`src/rtl/multicycle_control_fsm_pkg.sv`:
```
// Shared types and encodings for the multicycle RV32I control FSM.
// The optional illegal-opcode trap is enabled with ILLEGAL_TRAP_EN.
package riscv_ctrl_pkg;

  typedef enum logic [3:0] {
    S_FETCH    = 4'd0,
    S_DECODE   = 4'd1,
    S_MEMADR   = 4'd2,
    S_MEMREAD  = 4'd3,
    S_MEMWB    = 4'd4,
    S_MEMWRITE = 4'd5,
    S_EXECR    = 4'd6,
    S_EXECI    = 4'd7,
    S_ALUWB    = 4'd8,
    S_BRANCH   = 4'd9,
    S_JALR     = 4'd10,
    S_JMP      = 4'd11,
    S_LUI      = 4'd12,
    S_AUIPC    = 4'd13,
    S_TRAP     = 4'd14
  } state_t;

  localparam logic [6:0] OP_LOAD   = 7'b0000011;
  localparam logic [6:0] OP_STORE  = 7'b0100011;
  localparam logic [6:0] OP_RTYPE  = 7'b0110011;
  localparam logic [6:0] OP_ITYPE  = 7'b0010011;
  localparam logic [6:0] OP_BRANCH = 7'b1100011;
  localparam logic [6:0] OP_JAL    = 7'b1101111;
  localparam logic [6:0] OP_JALR   = 7'b1100111;
  localparam logic [6:0] OP_LUI    = 7'b0110111;
  localparam logic [6:0] OP_AUIPC  = 7'b0010111;

  localparam logic [2:0] IMM_NONE  = 3'b000;
  localparam logic [2:0] IMM_I     = 3'b001;
  localparam logic [2:0] IMM_S     = 3'b010;
  localparam logic [2:0] IMM_B     = 3'b011;
  localparam logic [2:0] IMM_U     = 3'b100;
  localparam logic [2:0] IMM_J     = 3'b101;
  localparam logic [2:0] IMM_SHAMT = 3'b110;

  localparam logic [1:0] ALU_ADD   = 2'b00;
  localparam logic [1:0] ALU_SUB   = 2'b01;
  localparam logic [1:0] ALU_FUNCT = 2'b10;
  localparam logic [1:0] ALU_PASSB = 2'b11;

  localparam logic [1:0] SRCA_PC    = 2'b00;
  localparam logic [1:0] SRCA_OLDPC = 2'b01;
  localparam logic [1:0] SRCA_RD1   = 2'b10;
  localparam logic [1:0] SRCB_RD2   = 2'b00;
  localparam logic [1:0] SRCB_IMM   = 2'b01;
  localparam logic [1:0] SRCB_FOUR  = 2'b10;

  localparam logic [1:0] RES_ALUOUT    = 2'b00;
  localparam logic [1:0] RES_DATA      = 2'b01;
  localparam logic [1:0] RES_ALURESULT = 2'b10;

  typedef struct packed {
    logic       pc_write;
    logic       adr_src;
    logic       mem_write;
    logic       ir_write;
    logic       reg_write;
    logic [1:0] result_src;
    logic [1:0] alu_src_a;
    logic [1:0] alu_src_b;
    logic [1:0] alu_op;
    logic       retired;
  } ctrl_t;

  function automatic logic is_legal_op(input logic [6:0] op);
    case (op)
      OP_LOAD, OP_STORE, OP_RTYPE, OP_ITYPE, OP_BRANCH,
      OP_JAL, OP_JALR, OP_LUI, OP_AUIPC: return 1'b1;
      default:                           return 1'b0;
    endcase
  endfunction

  // States that wait on MemReady and therefore feed the timeout counter.
  function automatic logic is_mem_wait_state(input state_t s);
    return (s == S_FETCH) || (s == S_MEMREAD) || (s == S_MEMWRITE);
  endfunction

endpackage

```
`src/rtl/multicycle_control_fsm_if.sv`:
```
// Controller <-> datapath/memory signal bundle; master = controller side.
// Carries the Illegal flag only when ILLEGAL_TRAP_EN is defined.
interface multicycle_control_fsm_if;
  logic [6:0] Op;
  logic [2:0] Funct3;
  logic       Funct7b5;
  logic       Zero;
  logic       MemReady;
  logic       PCWrite;
  logic       AdrSrc;
  logic       MemWrite;
  logic       IRWrite;
  logic       RegWrite;
  logic [1:0] ResultSrc;
  logic [1:0] ALUSrcA;
  logic [1:0] ALUSrcB;
  logic [1:0] ALUOp;
  logic [2:0] ImmSrc;
  logic       Retired;
  logic       BusErr;
`ifdef ILLEGAL_TRAP_EN
  logic       Illegal;
`endif

  modport master (
    input  Op, Funct3, Funct7b5, Zero, MemReady,
    output PCWrite, AdrSrc, MemWrite, IRWrite, RegWrite, ResultSrc,
           ALUSrcA, ALUSrcB, ALUOp, ImmSrc, Retired, BusErr
`ifdef ILLEGAL_TRAP_EN
           , Illegal
`endif
  );

  modport slave (
    output Op, Funct3, Funct7b5, Zero, MemReady,
    input  PCWrite, AdrSrc, MemWrite, IRWrite, RegWrite, ResultSrc,
           ALUSrcA, ALUSrcB, ALUOp, ImmSrc, Retired, BusErr
`ifdef ILLEGAL_TRAP_EN
           , Illegal
`endif
  );
endinterface

```
`src/rtl/multicycle_control_fsm_next_state.sv`:
```
// Combinational next-state and ImmSrc decode for the multicycle controller.
// ILLEGAL_TRAP_EN routes unknown opcodes to TRAP instead of back to FETCH.
module mc_next_state
  import riscv_ctrl_pkg::*;
(
  input  state_t     i_state,
  input  logic [6:0] i_op,
  input  logic [2:0] i_funct3,
  input  logic       i_mem_ready,
  output state_t     o_next,
  output logic [2:0] o_imm_src
);

  // Instruction sequencing (timeout override is applied by the top).
  always_comb begin
    o_next = S_FETCH;
    case (i_state)
      S_FETCH:    o_next = i_mem_ready ? S_DECODE : S_FETCH;
      S_DECODE: begin
        case (i_op)
          OP_LOAD, OP_STORE: o_next = S_MEMADR;
          OP_RTYPE:          o_next = S_EXECR;
          OP_ITYPE:          o_next = S_EXECI;
          OP_BRANCH:         o_next = S_BRANCH;
          OP_JAL:            o_next = S_JMP;
          OP_JALR:           o_next = S_JALR;
          OP_LUI:            o_next = S_LUI;
          OP_AUIPC:          o_next = S_AUIPC;
`ifdef ILLEGAL_TRAP_EN
          default:           o_next = S_TRAP;
`else
          default:           o_next = S_FETCH;
`endif
        endcase
      end
      S_MEMADR:   o_next = (i_op == OP_STORE) ? S_MEMWRITE : S_MEMREAD;
      S_MEMREAD:  o_next = i_mem_ready ? S_MEMWB : S_MEMREAD;
      S_MEMWB:    o_next = S_FETCH;
      S_MEMWRITE: o_next = i_mem_ready ? S_FETCH : S_MEMWRITE;
      S_EXECR, S_EXECI, S_LUI, S_AUIPC: o_next = S_ALUWB;
      S_ALUWB, S_BRANCH: o_next = S_FETCH;
      S_JALR:     o_next = S_JMP;
      S_JMP:      o_next = S_ALUWB;
`ifdef ILLEGAL_TRAP_EN
      S_TRAP:     o_next = S_TRAP;
`else
      S_TRAP:     o_next = S_FETCH;
`endif
      default:    o_next = S_FETCH;
    endcase
  end

  // Immediate format for the states that consume ImmExt.
  always_comb begin
    o_imm_src = IMM_NONE;
    case (i_state)
      S_DECODE: o_imm_src = (i_op == OP_JAL) ? IMM_J : IMM_B;
      S_MEMADR: o_imm_src = (i_op == OP_STORE) ? IMM_S : IMM_I;
      S_EXECI:  o_imm_src = ((i_funct3 == 3'b001) || (i_funct3 == 3'b101)) ? IMM_SHAMT : IMM_I;
      S_JALR:   o_imm_src = IMM_I;
      S_LUI, S_AUIPC: o_imm_src = IMM_U;
      default:  o_imm_src = IMM_NONE;
    endcase
  end

endmodule

```
`src/rtl/multicycle_control_fsm.sv`:
```
// Multicycle RV32I sequencing controller: state, memory-wait timeout, BusErr, output decode.
// Define ILLEGAL_TRAP_EN to trap unknown opcodes and expose the Illegal flag.
module multicycle_control_fsm
  import riscv_ctrl_pkg::*;
#(
  parameter int unsigned WAIT_LIMIT = 16
) (
  input  logic                      clk,
  input  logic                      rst_n,
  multicycle_control_fsm_if.master  bus
);

  localparam logic [7:0] LIMIT_M1 = 8'(WAIT_LIMIT - 1);

  state_t     r_state;
  state_t     w_ns_raw;
  state_t     w_next;
  logic [7:0] r_wait_cnt;
  logic       r_bus_err;
  logic       w_timeout;
  logic [2:0] w_imm_src;
  logic [2:0] w_imm_out;
  ctrl_t      w_ctrl;
  logic       w_illegal;

  // The limit cycle is the WAIT_LIMIT-th consecutive stall; a ready in that cycle still wins.
  assign w_timeout = is_mem_wait_state(r_state) && !bus.MemReady && (r_wait_cnt == LIMIT_M1);

  mc_next_state u_next_state (
    .i_state     (r_state),
    .i_op        (bus.Op),
    .i_funct3    (bus.Funct3),
    .i_mem_ready (bus.MemReady),
    .o_next      (w_ns_raw),
    .o_imm_src   (w_imm_src)
  );

  // Next state with the bus-timeout abort folded in.
  always_comb begin
    if (w_timeout) begin
      w_next = S_FETCH;
    end else begin
      w_next = w_ns_raw;
    end
  end

  // State register.
  always_ff @(posedge clk) begin
    if (!rst_n) begin
      r_state <= S_FETCH;
    end else begin
      r_state <= w_next;
    end
  end

  // Consecutive memory-stall counter; any state change or timeout restarts it.
  always_ff @(posedge clk) begin
    if (!rst_n) begin
      r_wait_cnt <= 8'd0;
    end else if (w_timeout || (w_next != r_state)) begin
      r_wait_cnt <= 8'd0;
    end else if (is_mem_wait_state(r_state) && !bus.MemReady) begin
      r_wait_cnt <= r_wait_cnt + 8'd1;
    end else begin
      r_wait_cnt <= r_wait_cnt;
    end
  end

  // Sticky bus-error flag.
  always_ff @(posedge clk) begin
    if (!rst_n) begin
      r_bus_err <= 1'b0;
    end else if (w_timeout) begin
      r_bus_err <= 1'b1;
    end else begin
      r_bus_err <= r_bus_err;
    end
  end

  // Moore output decode; reset zeroes everything, a timeout cycle suppresses strobes.
  always_comb begin
    w_ctrl    = '0;
    w_imm_out = IMM_NONE;
    w_illegal = 1'b0;
    if (!rst_n) begin
      w_ctrl    = '0;
      w_imm_out = IMM_NONE;
      w_illegal = 1'b0;
    end else begin
      w_imm_out = w_imm_src;
      case (r_state)
        S_FETCH: begin
          w_ctrl.alu_src_b  = SRCB_FOUR;
          w_ctrl.result_src = RES_ALURESULT;
          w_ctrl.ir_write   = bus.MemReady;
          w_ctrl.pc_write   = bus.MemReady;
        end
        S_DECODE: begin
          w_ctrl.alu_src_a = SRCA_OLDPC;
          w_ctrl.alu_src_b = SRCB_IMM;
`ifdef ILLEGAL_TRAP_EN
          w_ctrl.retired   = 1'b0;
`else
          w_ctrl.retired   = !is_legal_op(bus.Op);
`endif
        end
        S_MEMADR, S_JALR: begin
          w_ctrl.alu_src_a = SRCA_RD1;
          w_ctrl.alu_src_b = SRCB_IMM;
        end
        S_MEMREAD: begin
          w_ctrl.adr_src = 1'b1;
        end
        S_MEMWB: begin
          w_ctrl.result_src = RES_DATA;
          w_ctrl.reg_write  = 1'b1;
          w_ctrl.retired    = 1'b1;
        end
        S_MEMWRITE: begin
          w_ctrl.adr_src   = 1'b1;
          w_ctrl.mem_write = 1'b1;
          w_ctrl.retired   = bus.MemReady;
        end
        S_EXECR: begin
          w_ctrl.alu_src_a = SRCA_RD1;
          w_ctrl.alu_op    = ALU_FUNCT;
        end
        S_EXECI: begin
          w_ctrl.alu_src_a = SRCA_RD1;
          w_ctrl.alu_src_b = SRCB_IMM;
          w_ctrl.alu_op    = ALU_FUNCT;
        end
        S_ALUWB: begin
          w_ctrl.reg_write = 1'b1;
          w_ctrl.retired   = 1'b1;
        end
        S_BRANCH: begin
          w_ctrl.alu_src_a = SRCA_RD1;
          w_ctrl.alu_op    = ALU_SUB;
          w_ctrl.pc_write  = bus.Zero ^ bus.Funct3[0];
          w_ctrl.retired   = 1'b1;
        end
        S_JMP: begin
          w_ctrl.alu_src_a = SRCA_OLDPC;
          w_ctrl.alu_src_b = SRCB_FOUR;
          w_ctrl.pc_write  = 1'b1;
        end
        S_LUI: begin
          w_ctrl.alu_src_b = SRCB_IMM;
          w_ctrl.alu_op    = ALU_PASSB;
        end
        S_AUIPC: begin
          w_ctrl.alu_src_a = SRCA_OLDPC;
          w_ctrl.alu_src_b = SRCB_IMM;
        end
        S_TRAP: begin
          w_illegal = 1'b1;
        end
        default: begin
          w_ctrl = '0;
        end
      endcase
      w_ctrl.pc_write  = w_ctrl.pc_write  & ~w_timeout;
      w_ctrl.ir_write  = w_ctrl.ir_write  & ~w_timeout;
      w_ctrl.mem_write = w_ctrl.mem_write & ~w_timeout;
      w_ctrl.reg_write = w_ctrl.reg_write & ~w_timeout;
      w_ctrl.retired   = w_ctrl.retired   & ~w_timeout;
    end
  end

  assign bus.PCWrite   = w_ctrl.pc_write;
  assign bus.AdrSrc    = w_ctrl.adr_src;
  assign bus.MemWrite  = w_ctrl.mem_write;
  assign bus.IRWrite   = w_ctrl.ir_write;
  assign bus.RegWrite  = w_ctrl.reg_write;
  assign bus.ResultSrc = w_ctrl.result_src;
  assign bus.ALUSrcA   = w_ctrl.alu_src_a;
  assign bus.ALUSrcB   = w_ctrl.alu_src_b;
  assign bus.ALUOp     = w_ctrl.alu_op;
  assign bus.ImmSrc    = w_imm_out;
  assign bus.Retired   = w_ctrl.retired;
  assign bus.BusErr    = r_bus_err;
`ifdef ILLEGAL_TRAP_EN
  assign bus.Illegal   = w_illegal;
`endif

endmodule

```
`src/flat_wrapper.sv`:
```
// flat-port wrapper written by rule: the top's interface ports become plain ports
module multicycle_control_fsm_flat import riscv_ctrl_pkg::*;
#(
  parameter int unsigned WAIT_LIMIT = 16
)
  (clk, rst_n, bus_Op, bus_Funct3, bus_Funct7b5, bus_Zero, bus_MemReady, bus_PCWrite, bus_AdrSrc, bus_MemWrite, bus_IRWrite, bus_RegWrite, bus_ResultSrc, bus_ALUSrcA, bus_ALUSrcB, bus_ALUOp, bus_ImmSrc, bus_Retired, bus_BusErr);
  multicycle_control_fsm_if bus_i ();
  input  logic clk;
  input  logic rst_n;
  input wire logic [$bits(bus_i.Op)-1:0] bus_Op;
  input wire logic [$bits(bus_i.Funct3)-1:0] bus_Funct3;
  input wire logic [$bits(bus_i.Funct7b5)-1:0] bus_Funct7b5;
  input wire logic [$bits(bus_i.Zero)-1:0] bus_Zero;
  input wire logic [$bits(bus_i.MemReady)-1:0] bus_MemReady;
  output wire logic [$bits(bus_i.PCWrite)-1:0] bus_PCWrite;
  output wire logic [$bits(bus_i.AdrSrc)-1:0] bus_AdrSrc;
  output wire logic [$bits(bus_i.MemWrite)-1:0] bus_MemWrite;
  output wire logic [$bits(bus_i.IRWrite)-1:0] bus_IRWrite;
  output wire logic [$bits(bus_i.RegWrite)-1:0] bus_RegWrite;
  output wire logic [$bits(bus_i.ResultSrc)-1:0] bus_ResultSrc;
  output wire logic [$bits(bus_i.ALUSrcA)-1:0] bus_ALUSrcA;
  output wire logic [$bits(bus_i.ALUSrcB)-1:0] bus_ALUSrcB;
  output wire logic [$bits(bus_i.ALUOp)-1:0] bus_ALUOp;
  output wire logic [$bits(bus_i.ImmSrc)-1:0] bus_ImmSrc;
  output wire logic [$bits(bus_i.Retired)-1:0] bus_Retired;
  output wire logic [$bits(bus_i.BusErr)-1:0] bus_BusErr;
  assign bus_i.Op = bus_Op;
  assign bus_i.Funct3 = bus_Funct3;
  assign bus_i.Funct7b5 = bus_Funct7b5;
  assign bus_i.Zero = bus_Zero;
  assign bus_i.MemReady = bus_MemReady;
  assign bus_PCWrite = bus_i.PCWrite;
  assign bus_AdrSrc = bus_i.AdrSrc;
  assign bus_MemWrite = bus_i.MemWrite;
  assign bus_IRWrite = bus_i.IRWrite;
  assign bus_RegWrite = bus_i.RegWrite;
  assign bus_ResultSrc = bus_i.ResultSrc;
  assign bus_ALUSrcA = bus_i.ALUSrcA;
  assign bus_ALUSrcB = bus_i.ALUSrcB;
  assign bus_ALUOp = bus_i.ALUOp;
  assign bus_ImmSrc = bus_i.ImmSrc;
  assign bus_Retired = bus_i.Retired;
  assign bus_BusErr = bus_i.BusErr;
  multicycle_control_fsm #(.WAIT_LIMIT(WAIT_LIMIT)) u_core (.clk(clk), .rst_n(rst_n), .bus(bus_i));
endmodule
```
`config.mk`:
```
export PLATFORM = sky130hd
export DESIGN_NAME = multicycle_control_fsm_flat
export DESIGN_NICKNAME = d
export VERILOG_FILES = /design/src/rtl/multicycle_control_fsm_pkg.sv /design/src/rtl/multicycle_control_fsm_if.sv /design/src/rtl/multicycle_control_fsm_next_state.sv /design/src/rtl/multicycle_control_fsm.sv /design/src/flat_wrapper.sv
export SDC_FILE = /design/constraint.sdc
export NUM_CORES = 1
export LEC_CHECK = 0
export ABC_AREA = 1
export CAP_MARGIN = 25
export CORE_MARGIN = 2
export CORE_UTILIZATION = 49
export CTS_BUF_LIST = sky130_fd_sc_hd__clkbuf_8
export CTS_CLUSTER_DIAMETER = 30
export CTS_CLUSTER_SIZE = 24
export DETAILED_ROUTE_END_ITERATION = 7
export PLACE_DENSITY = 0.82
export SLEW_MARGIN = 20
export SYNTH_ARGS = -nofsm -noshare
export SYNTH_HDL_FRONTEND = slang
export SYNTH_SLANG_ARGS = --single-unit
```
`constraint.sdc`:
```
create_clock -name clk -period 1.82 [get_ports clk]
set_clock_uncertainty 0.15 [all_clocks]
set_input_delay 0.364 -clock clk [delete_from_list [all_inputs] [get_ports clk]]
set_output_delay 0.364 -clock clk [all_outputs]
set_load 0.01 [all_outputs]
```
==> summary.txt, run 1 <==
Floorplanning
  – Boundary pin count: 33
  – Count of standard-cell rows: 17
  – Initial standard-cell utilization of the core: 0.525
  – Die outline height: roughly 53 µm
  – DIE WIDTH: 52.9 µm

Synthesis
  – Commonest register cell after synthesis: sky130_fd_sc_hd__dfxtp_1
  – Post-synth EDFFs: 0
  – Netlist cell types: 33
  – Top-count cell post-synth: sky130_fd_sc_hd__nand2_1
  – Post-synth top area share: 0.222
  – Largest cells by area after synthesis: sky130_fd_sc_hd__dfxtp_1, sky130_fd_sc_hd__nand2_1, sky130_fd_sc_hd__nor2_1
  – Synth async-reset ratio: 0
  – Warnings, synthesis: 0
  – Gate count after technology mapping: 199
  – Share of synthesized area occupied by flip-flops and latches: 0.222
  – Avg Inst Size Synth: 5.90 µm²
  – Flip-flop and latch count after synthesis: 13
  – Post-Syn Nets: ~220
  – Largest area contributor in the synthesized netlist: sky130_fd_sc_hd__dfxtp_1
  – Cell types with the highest counts after synthesis: sky130_fd_sc_hd__nand2_1, sky130_fd_sc_hd__nor2_1, sky130_fd_sc_hd__inv_1
  – Mapped cell area: 0.00117 mm²

Clocking
  – Maximum root-to-sink buffer count: 2
  – Number of instances resized during post-cts repair: 171
  – Post-CTS setup buffer count: 16
  – CTS H-tree depth: 1
  – CTS Root Buffer Type: sky130_fd_sc_hd__clkbuf_8
  – Clock buffers created by TritonCTS: 3
  – Number of clock sinks seen by CTS: 13
  – Number of hold buffers added after cts: 0

Placed design
  – Buffers on Ports: 30
  – Placed Cells incl. Taps: 307
  – Pre-CTS worst setup slack: -0.890 ns
  – Last weighted congestion value of the routability-driven placer: 0.884
  – HPWL after detailed placement: 3170 µm

Run status
  – Stage where the flow stopped: clock tree synthesis
  – Tool Error: [ERROR DPL-0038] Utilization greater than 100%, impossible to legalize
  – Outcome: stopped before the end
[kinds of logic after synthesis]
family,synth area share
and+or+nand+nor,0.490
buffers and inverters,0.112
AOI/OAI and AO/OA,0.0874
DFF,0.222
xor gates and xnor gates,0.0597
muxes,0.0181
adders and majority gates,0.0107
[through the flow]
step                      utilization  setup TNS, ns  cell area, µm²
after floorplan                     -              0            1170
after global placement          0.844         -12.64            1880
after detailed placement        0.844         -16.07            1880
==> run 2, diff against run 1 <==
--- a/config.mk
+++ b/config.mk
@@ -7,13 +7,10 @@
 export LEC_CHECK = 0
 export ABC_AREA = 1
 export CAP_MARGIN = 25
-export CORE_MARGIN = 2
-export CORE_UTILIZATION = 49
-export CTS_BUF_LIST = sky130_fd_sc_hd__clkbuf_8
-export CTS_CLUSTER_DIAMETER = 30
-export CTS_CLUSTER_SIZE = 24
+export CORE_AREA = 2 2 63 65
 export DETAILED_ROUTE_END_ITERATION = 7
-export PLACE_DENSITY = 0.82
+export DIE_AREA = 0 0 65 67
+export PLACE_DENSITY_LB_ADDON = 0.15
 export SLEW_MARGIN = 20
 export SYNTH_ARGS = -nofsm -noshare
 export SYNTH_HDL_FRONTEND = slang
==> run 2 against run 1 <==
Synthesized cell count stayed put. Synthesized area unchanged. The flow now finishes, with violations (setup timing).
==> summary.txt, run 2 <==
Floorplanning
  – Floorplan Core Area: 0.00361 mm²
  – Count of standard-cell rows: 22 (+5)
  – DIE AREA: about 0.0044 mm²
  – DIE WIDTH: 65 µm (+23%)
  – Die outline height: 67 µm (+27%)
  – Initial standard-cell utilization of the core: 0.325 (-0.200)
  – Boundary pin count: 33 (unchanged)

Placed design
  – HPWL after detailed placement: 2820 µm (-11%)
  – Last weighted congestion value of the routability-driven placer: 0.862 (-2.4%)
  – Buffers on Ports: 30 (unchanged)
  – Placed Cells incl. Taps: 338 (+10%)

Finish
  – # diodes: 0
  – Net count, final: between 300 and 400
  – Most used cells in the layout excluding fill and tap cells: sky130_fd_sc_hd__buf_4, sky130_fd_sc_hd__nand2_1, sky130_fd_sc_hd__nor2_1
  – Final standard cell utilization of the core: 0.658
  – Share of layout cells above drive strength 1: 0.557
  – Leading cell type in the layout, fill and taps excluded: sky130_fd_sc_hd__buf_4
  – Number of standard cells in the final layout excluding fillers: 357
  – Max FFs per register: 8
  – Layout-stage area growth over the synthesis result: 102%
  – Register with the most flip-flops: u_core.r_wait_cnt

STA
  – Fmax: 501 MHz
  – Number of setup violations in the final report: 19
  – Final critical-path required period: 2.00 ns
  – Post-route worst setup slack: -0.177 ns
  – Final period util: 1.10
  – Final Hold Violating Endpoints: 0
  – Setup repair after global routing missed its margin: true
  – Max-slew headroom: 0.844
  – Max-slew violation count: 0
  – Worst Max-Slew Pin Slew: between 0.2 and 0.25 ns
  – Sum of negative setup slack: -1.92 ns

Drt
  – # DRC: 0
  – Routed wire per std cell: 10.9 µm
  – Drt total wl: 3880 µm
  – Vias per std cell: 4.50
  – Count of routing violations after the opening detailed-route iteration: 45
  – Drt pass-1 iters: 4
  – Routed via count: 1605
  – Routed Antenna Nets: 0

Synthesis
  – Avg Inst Size Synth: 5.90 µm² (unchanged)
  – Post-synth EDFFs: 0 (unchanged)
  – Cell types with the highest counts after synthesis: sky130_fd_sc_hd__nand2_1, sky130_fd_sc_hd__nor2_1, sky130_fd_sc_hd__inv_1
  – Share of synthesized area occupied by flip-flops and latches: 0.222 (unchanged)
  – Gate count after technology mapping: 199 (unchanged)
  – Flip-flop and latch count after synthesis: 13 (unchanged)
  – Warnings, synthesis: 0 (unchanged)
  – Post-Syn Nets: 215 (unchanged)
  – Netlist cell types: 33 (unchanged)
  – Top-count cell post-synth: sky130_fd_sc_hd__nand2_1
  – Largest area contributor in the synthesized netlist: sky130_fd_sc_hd__dfxtp_1
  – Post-synth top area share: 0.222 (unchanged)
  – Mapped cell area: 0.00117 mm² (unchanged)
  – Commonest register cell after synthesis: sky130_fd_sc_hd__dfxtp_1
  – Largest cells by area after synthesis: sky130_fd_sc_hd__dfxtp_1, sky130_fd_sc_hd__nand2_1, sky130_fd_sc_hd__nor2_1
  – Synth async-reset ratio: 0 (unchanged)

Worst setup path
  – Max FO, Critical Path: 4
  – Crit-path most repeated cell: sky130_fd_sc_hd__inv_1
  – Critical Setup Path Class: reg -> out
  – Cell type of the slowest stage on the worst timing path: sky130_fd_sc_hd__dfxtp_4
  – Crit path cell chain: buf_6 -> inv_2 -> nand2_4 -> nor2_1 -> inv_1 -> nor2_2 -> o21ai_1 -> inv_1 -> buf_2
  – WP data required: about 1.3 ns
  – Worst endpoint data arrival time: between 1 and 1.5 ns
  – Delay of the slowest cell on the worst path: 0.37 ns
  – Category of the worst setup path launch point: flip-flop
  – WP buf/inv: 5
  – Family of cells with the greatest summed delay on the critical path: buffers and inverters
  – Endpoint type of the worst setup path: output pin

Clocking
  – TritonCTS clock tree: built
  – Clock insertion delay at the later pin of the skew report: about 0.24 ns
  – Reg clk slew, reported paths: 0.05 ns
  – CTS H-tree depth: 1 (unchanged)
  – CTS Root Buffer Type: sky130_fd_sc_hd__clkbuf_8
  – Number of hold buffers added after cts: 0 (unchanged)
  – Maximum root-to-sink buffer count: 2 (unchanged)
  – Clock buffers created by TritonCTS: 3 (unchanged)
  – Number of clock sinks seen by CTS: 13 (unchanged)

Job
  – Max-Cap Viols: 0

Pwr
  – Maximum resistive drop on vdd: roughly 0.00023 V
  – Pint: approximately 570 µW
  – Switching power of the nets: 234 µW
  – Sequential Power Share: 0.365
  – Proportion of power drawn by the clock network: 0.320
  – Standby leakage power: 0.00116 µW
  – Cell area power density: 337 mW/mm²
  – Total power: 800 µW
  – Fraction of power spent switching nets: 0.293
  – Part of the total power dissipated in combinational logic: 0.315

Min path
  – Worst min-delay path category: reg -> reg

Run status
  – Violations in the final reports: setup timing
  – Outcome: complete, but fails checks

Global routing
  – Via count of the first global-routing pass: roughly 1500
  – Residual overflow from global routing: 0
  – Maximum number of pins on one net before global-route repair: 9
  – Global-route wire length before repair: 6290 µm
  – Number of antenna violations at the first check in global routing: 0
  – Total Routing Usage GR: 0.186
==> run 2: cell counts after synthesis <==
No cell type changed its count.
==> run 2: worst register-to-register path, cell delays in order, from the launching register on <==
cell and delay (ns):
sky130_fd_sc_hd__dfxtp_4 0.37, sky130_fd_sc_hd__buf_6 0.13, sky130_fd_sc_hd__inv_2 0.07, sky130_fd_sc_hd__nand2_4 0.06
sky130_fd_sc_hd__nor2_1 0.16, sky130_fd_sc_hd__inv_1 0.07, sky130_fd_sc_hd__nor2_2 0.13, sky130_fd_sc_hd__buf_4 0.12
sky130_fd_sc_hd__nor2_1 0.03, sky130_fd_sc_hd__nand2_1 0.07, sky130_fd_sc_hd__nand2_1 0.07, sky130_fd_sc_hd__nand2_1 0.06
sky130_fd_sc_hd__nand2_1 0.06, sky130_fd_sc_hd__nor2_2 0.12, sky130_fd_sc_hd__nand2_4 0.10, sky130_fd_sc_hd__nor2_1 0.10
==> run 2: cells by family (layout without fill, tap and decap cells) <==
kind of cell / Yosys count / count (layout) / synth area share
AO/OA/AOI/OAI: 17 / 17 / 0.0874
XOR/XNOR: 8 / 8 / 0.0597
adder cells (fa/ha/maj): 1 / 1 / 0.0107
buffers and inverters: 33 / 143 / 0.112
flip-flops: 13 / 13 / 0.222
multiplexers: 2 / 2 / 0.0181
AND/OR/NAND/NOR: 125 / 125 / 0.490
==> run 2: worst paths after layout <==
path | start | end | slack (ns) | cells past startpoint
worst max-delay path | u_core.r_state[0] | bus_ImmSrc[1] | -0.18 | 9
worst min-delay path | u_core.bus.BusErr | u_core.bus.BusErr | 0.31 | 2
worst max register to register | u_core.r_state[0] | u_core.r_wait_cnt[3] | -0.10 | 15
worst min register to register | u_core.bus.BusErr | u_core.bus.BusErr | 0.31 | 2
==> run 2: through the flow <==
stage          setup slack, ns  hold WS [ns]  cell area [µm²]
5_1_grt                 -0.280         0.334             2370
4_1_cts                 -0.201         0.308             2260
3_5_place_dp            -0.803         0.292             1990
3_3_place_gp            -0.784         0.296             1990
6_report                -0.177         0.305             2370
2_1_floorplan           0.0377         0.324             1170
==> run 2: power by group through the flow <==
stage	combinational (µW)	clock [µW]	sequential (µW)
floorplan	93.8	0	299
global placement	214	0	299
detailed placement	215	0	299
CTS	236	265	291
global route	275	276	292
finish	252	256	292
==> run 2: what timing repair did <==
item / in CTS / in global routing
resized for setup: 149 / 33
pin swaps: 18 / 14
endpoints found under the setup margin: 25 / 25
setup buffers: 11 / 4
==> run 2: layout make-up <==
type / count / area [µm²]
inverter: 31 / 125
tap: 48 / 60.1
sequential: 13 / 278
fill: 336 / 1230
multi-input combinational: 153 / 1030
clock buffer: 4 / 45.0
timing repair buffer: 108 / 835
==> run 2: routing by layer <==
metal / wire length, µm / vias up / track usage
met3: 87 / 4 / 0.0355
met2: 1840 / 21 / 0.325
met5: 0 / - / 0
met1: 1910 / 728 / 0.235
li1: - / 852 / -
met4: 46 / 0 / 0.0426
Note: power is estimated with default switching activity, not from simulation.
==> patch 1 (settings of run 2) <==
Put a register stage on the output `bus.Retired`. The value now appears one clock later.
--- a/src/rtl/multicycle_control_fsm.sv
+++ b/src/rtl/multicycle_control_fsm.sv
@@ -179,5 +179,7 @@
   assign bus.ALUOp     = w_ctrl.alu_op;
   assign bus.ImmSrc    = w_imm_out;
-  assign bus.Retired   = w_ctrl.retired;
+  always_ff @(posedge clk) begin
+    bus.Retired <= w_ctrl.retired;
+  end
   assign bus.BusErr    = r_bus_err;
 `ifdef ILLEGAL_TRAP_EN
Formal check against the unedited RTL: not equivalent (Yosys sat finds a counterexample within 4 cycles, from zero or initial values and one cycle with rst_n low).
==> patch 1 against run 2 <==
- the flow still finishes with violations (negative setup slack)
- synthesized area grew 9.0%
- routed wire length up 1.8%
- register-to-register slack barely moved
- sequential cell count is 1 higher
- sequential power is 7.5% higher
- worst setup slack better by 59 ps
- total power up 3.4%
- final area is 1.2% lower
- critical endpoint is now bus_ALUSrcB[0]
- largest cell class unchanged
- largest power group unchanged
==> patch 1: results (changes against run 2) <==
sequential fraction of the synthesis area 21.9% (-0.26 points); Comb. pwr 0.000265 W (+5%); Worst Path Arrival 1420 ps (-60 ps); Reg-to-Reg End u_core.r_wait_cnt[3]; cell count after synthesis 209 (+5.0%); GRT Total Usage 18.8% (+0.28 points); Worst Slack Setup Final -117 ps (+59.4 ps); Synth area leaders dfxtp_1 (22%), nand2_1 (12%), inv_1 (9.1%); CTS Buf Count 3 (unchanged); H-tree levels 1 (unchanged); GRT met3 Usage 3.55% (unchanged); Clock Latency Late Sink 240 ps (about the same); DR iter-0 viols 39 (-13%); diode count 0 (unchanged); number of global-route vias before repair 1505 (+1.1%); final cell count without fillers 358 (+0.28%); Worst Setup SP u_core.r_state[1]; Post-synth top cells nand2_1 (40), inv_1 (31), nor2_1 (27); Global Route met2 Usage 32.5% (unchanged); Detailed Routing Iterations Pass 1 4 (unchanged); Net Count, Synth 225 (+4.7%); final net count 328 (+0.61%); port buffer count 30 (unchanged); pre-CTS setup slack -731 ps (+71.6 ps); sw frac 29.2% (-0.10 points); reg2reg setup slack -100 ps (about the same); distinct cell type count after synthesis 31 (-6.1%); crit path launch type flop; CTS max path bufs 2 (unchanged); Min-Delay Path Depth 2 (unchanged); layout cells sized above 1 54.8% (-0.82 points); first-pass GRT wire length 6350 microns (+0.89%); Hold Crit Endpoint u_core.bus.BusErr; per-cell routed wire length 11.0 microns (+1.5%); worst hold path class flop to flop; Placed Cells incl. Taps 347 (+2.7%); Final HPWL DP 2850 microns (+1.3%); leak pwr 1.11 nW (-4.8%); Placer Congestion 0.851 (-1.3%); Largest Register u_core.r_wait_cnt; Finish-stage setup viols 22 (+3); Yosys warnings 0 (unchanged); RR Startpoint u_core.r_state[3]; WHS 292 ps (-12.8 ps); status finished, violations left; CP Max Fanout 5 (+1); Fin Setup TNS -1420 ps (+503 ps); pin count of the biggest net entering global routing 10 (+1); Peak supply drop 0.000376 V (+64%); failing checks negative setup slack; Post-synth ARST share 0% (unchanged); detailed-route via count 1626 (+1.3%); initial antenna violation count 0 (unchanged); Worst Hold Launch u_core.bus.BusErr; Slew HR 79.5% (-4.9 points); Sequential Power 0.000314 W (+7.5%); worst r2r path cells 12 (-3); routing usage on met1 24.6% (+1.2 points); ys flop type dfxtp_1
## patch 1: critical path, cell delays in order, from the launching register on
cell	delay [ps]
dfxtp_4	370
buf_6	130
nor2_4	110
buf_4	140
nand3_4	70
a31oi_1	190
buf_2	160
## patch 1: routing by layer
layer	wire length [microns]	vias up
met5	0	-
met4	14	0
met3	132	2
met2	1970	32
met1	1830	723
li1	-	869
## patch 1: cell type report
type	count	area (sq um)
Fill cell	331	1260
Sequential cell	14	295
Multi-Input combinational cell	155	1020
Timing Repair Buffer	101	778
Clock buffer	3	41.3
Inverter	37	145
Tap cell	48	60.1
## patch 1: cells by family after synthesis
logic type | count (synthesis) | share of synthesized area, %
mux | 1 | 0.881
xor+xnor | 8 | 5.48
flops | 14 | 21.9
fa+ha+maj | 1 | 0.978
buf+inv | 40 | 12.8
simple gates | 122 | 47.7
compound gates | 23 | 10.2
## patch 1: repair_timing
item	in CTS	in global routing
gates resized for setup	120	27
endpoints found under the setup margin	24	24
pin swaps	20	23
buffers inserted	6	2
## patch 1: stage by stage
step | util [%] | total power (W) | area [sq um]
global placement | 58.3 | 0.000569 | 2100
global route | 65.0 | 0.000881 | 2340
detailed placement | 58.3 | 0.000571 | 2100
floorplan | - | 0.000431 | 1280
CTS | 61.9 | 0.000821 | 2230
finish | 65.0 | 0.000827 | 2340
## patch 1: how the worst max path moves through the flow
stage	to	slack, ps	cells after the start
2_1_floorplan	u_core.r_wait_cnt[5]	130	10
3_3_place_gp	bus_ImmSrc[0]	-720	7
3_5_place_dp	bus_ImmSrc[0]	-730	7
4_1_cts	bus_MemWrite	-120	9
5_1_grt	u_core.r_wait_cnt[3]	-230	12
6_report	bus_ALUSrcB[0]	-120	6
==> patch 2 (flow settings as in run 2) <==
Without the edit above. `WAIT_LIMIT` is set to 16 in 2 places; all go to 8.
--- a/src/rtl/multicycle_control_fsm.sv
+++ b/src/rtl/multicycle_control_fsm.sv
@@ -4,5 +4,5 @@
   import riscv_ctrl_pkg::*;
 #(
-  parameter int unsigned WAIT_LIMIT = 16
+  parameter int unsigned WAIT_LIMIT = 8
 ) (
   input  logic                      clk,
--- a/src/flat_wrapper.sv
+++ b/src/flat_wrapper.sv
@@ -2,5 +2,5 @@
 module multicycle_control_fsm_flat import riscv_ctrl_pkg::*;
 #(
-  parameter int unsigned WAIT_LIMIT = 16
+  parameter int unsigned WAIT_LIMIT = 8
 )
   (clk, rst_n, bus_Op, bus_Funct3, bus_Funct7b5, bus_Zero, bus_MemReady, bus_PCWrite, bus_AdrSrc, bus_MemWrite, bus_IRWrite, bus_RegWrite, bus_ResultSrc, bus_ALUSrcA, bus_ALUSrcB, bus_ALUOp, bus_ImmSrc, bus_Retired, bus_BusErr);
Behaviour: not the same (Yosys sat finds a counterexample within 10 cycles, from zero or initial values and one cycle with rst_n low).
==> patch 2 against run 2 <==
- the run still ends with negative setup slack left
- routed wire length shrank 5.9%
- non-clock buffer count shrank 10
- synthesized area increased by 0.75%
- via count fell by 1.2%
- global-route usage fell by 1.2 points
- sequential cell count unchanged
- worst hold slack worse by 7.4 ps
- final area shrank 0.79%
- total power decreased by 0.21%
- worst setup slack got worse by 48 ps
- critical endpoint is now bus_Retired
==> patch 2: results (changes against run 2) <==
Worst Slack Setup Final -225 ps (-47.9 ps); initial antenna violation count 0 (unchanged); Finish-stage setup viols 25 (+6); GRT Total Usage 17.3% (-1.2 points); metal2 WL 1800 microns (-2.2%); pin count of the biggest net entering global routing 9 (unchanged); worst hold path class flop to flop; slowest cell delay on critical path 350 ps (-20 ps); Worst-path clk slew 50 ps (about the same); Crit path max-delay family simple AND/OR/NAND/NOR gates; DR iter-0 viols 48 (+6.7%); CTS max path bufs 2 (unchanged); Clock Latency Late Sink 240 ps (about the same); worst r2r path cells 13 (-2); CP Max Fanout 5 (+1); Largest Register u_core.r_wait_cnt; slowest stage cell, crit path dfxtp_4; Yosys warnings 0 (unchanged); max-cap violations 0 (unchanged); Net Count, Synth 217 (+0.93%); Placer Congestion 0.896 (+3.9%); Min-Delay Path Depth 2 (unchanged); Worst Path Arrival 1530 ps (+50 ps); Synth area leaders dfxtp_1 (22%), nand2_1 (15%), nor2_1 (11%); Post-synth top cells nand2_1 (47), nor2_1 (34), inv_1 (33); met3 wire length 124 microns (+43%); sequential fraction of the synthesis area 22.0% (-0.16 points); detailed-route via count 1585 (-1.2%); CTS Buf Count 3 (unchanged); distinct cell type count after synthesis 30 (-9.1%); status finished, violations left; met1 wire length 1680 microns (-12%); Final HPWL DP 2770 microns (-1.6%); Detailed Routing Iterations Pass 1 4 (unchanged); max reg flops 8 (unchanged); final net count 318 (-2.5%); Max Used Layer met4; H-tree levels 1 (unchanged); clock root buffer clkbuf_8; Worst Max-Slew Pin Slew 209 ps (-23.3 ps); Post-synth ARST share 0% (unchanged); number of global-route vias before repair 1393 (-6.4%); DRT Wirelength 3650 microns (-5.9%); leak pwr 1.14 nW (-2.1%); Peak supply drop 0.000323 V (+41%); Post-synth EDFFs 0 (unchanged); diode count 0 (unchanged); layout cells sized above 1 56.8% (+1.1 points); failing checks negative setup slack; fill cell count 321 (-4.5%); port buffer count 30 (unchanged); first-pass GRT wire length 5930 microns (-5.8%)
==> patch 2: changes by cell type after synthesis, moves of 3 or more <==
cell            run 2  this run
nor2_1             39        34
inv_1              27        33
nand2_1            52        47
nand3_2             0         3
nand3_1            16        20
==> patch 2: area by class of cell <==
cell class | instances | area [sq um] | area share [%]
inverters | 37 | 143 | 6.06
clock buffers | 4 | 45.0 | 1.91
multi-input cells | 149 | 1060 | 45.2
flip-flops and latches | 13 | 273 | 11.6
repair buffers | 98 | 768 | 32.7
well taps | 48 | 60.1 | 2.55
==> patch 2: cell families (layout without fill, tap and decap cells) <==
| group | count (synthesis) | count (layout) | share of synthesized area, % |
|---|---|---|---|
| simple gates | 122 | 122 | 48.9 |
| buf+inv | 39 | 139 | 12.7 |
| compound gates | 17 | 17 | 8.47 |
| flops | 13 | 13 | 22.0 |
| xor+xnor | 8 | 8 | 5.93 |
| fa+ha+maj | 1 | 1 | 1.06 |
| mux | 1 | 1 | 0.952 |
==> patch 2: worst paths after layout <==
kind,to,slack [ps],from
worst max register to register,u_core.r_wait_cnt[3],-110,u_core.r_state[3]
worst min register to register,u_core.bus.BusErr,300,u_core.bus.BusErr
worst min-delay path,u_core.bus.BusErr,300,u_core.bus.BusErr
worst max-delay path,bus_Retired,-220,u_core.r_state[3]
==> patch 2: where the power goes <==
group          switching [W]  internal [W]
clock network       0.000105      0.000155
logic               0.000126      0.000123
registers         0.00000446      0.000285
total               0.000235      0.000563
==> patch 2: repair_timing <==
action | 4_1_cts | 5_1_grt
setup endpoints to repair | 25 | 26
pin swaps | 20 | 24
buffers inserted | 7 | 4
resized for setup | 128 | 54
==> patch 2: per-stage QoR <==
step / std cells / TNS [ps] / area [sq um] / setup WS, ps / utilization, %
floorplan: 201 / 0 / 1180 / 56.5 / -
global placement: 336 / -14420 / 1970 / -793 / 54.8
detailed placement: 336 / -14440 / 1970 / -793 / 54.8
CTS: 347 / -3970 / 2150 / -260 / 59.5
global route: 349 / -5330 / 2350 / -312 / 65.2
finish: 349 / -3100 / 2350 / -225 / 65.2
==> patch 2: layer usage <==
layer  vias to the layer above  GRT usage [%]
met5                         -              0
met4                         0           2.39
met3                         6           4.22
met2                        27           31.2
met1                       719           21.2
li1                        833              -
==> patch 2: worst reg2reg max path: cells and delay by family, from the launching register on <==
kind / cells / cell delay, ps
flip-flops: 1 / 350
buffers and inverters: 3 / 350
AND/OR/NAND/NOR: 10 / 1020
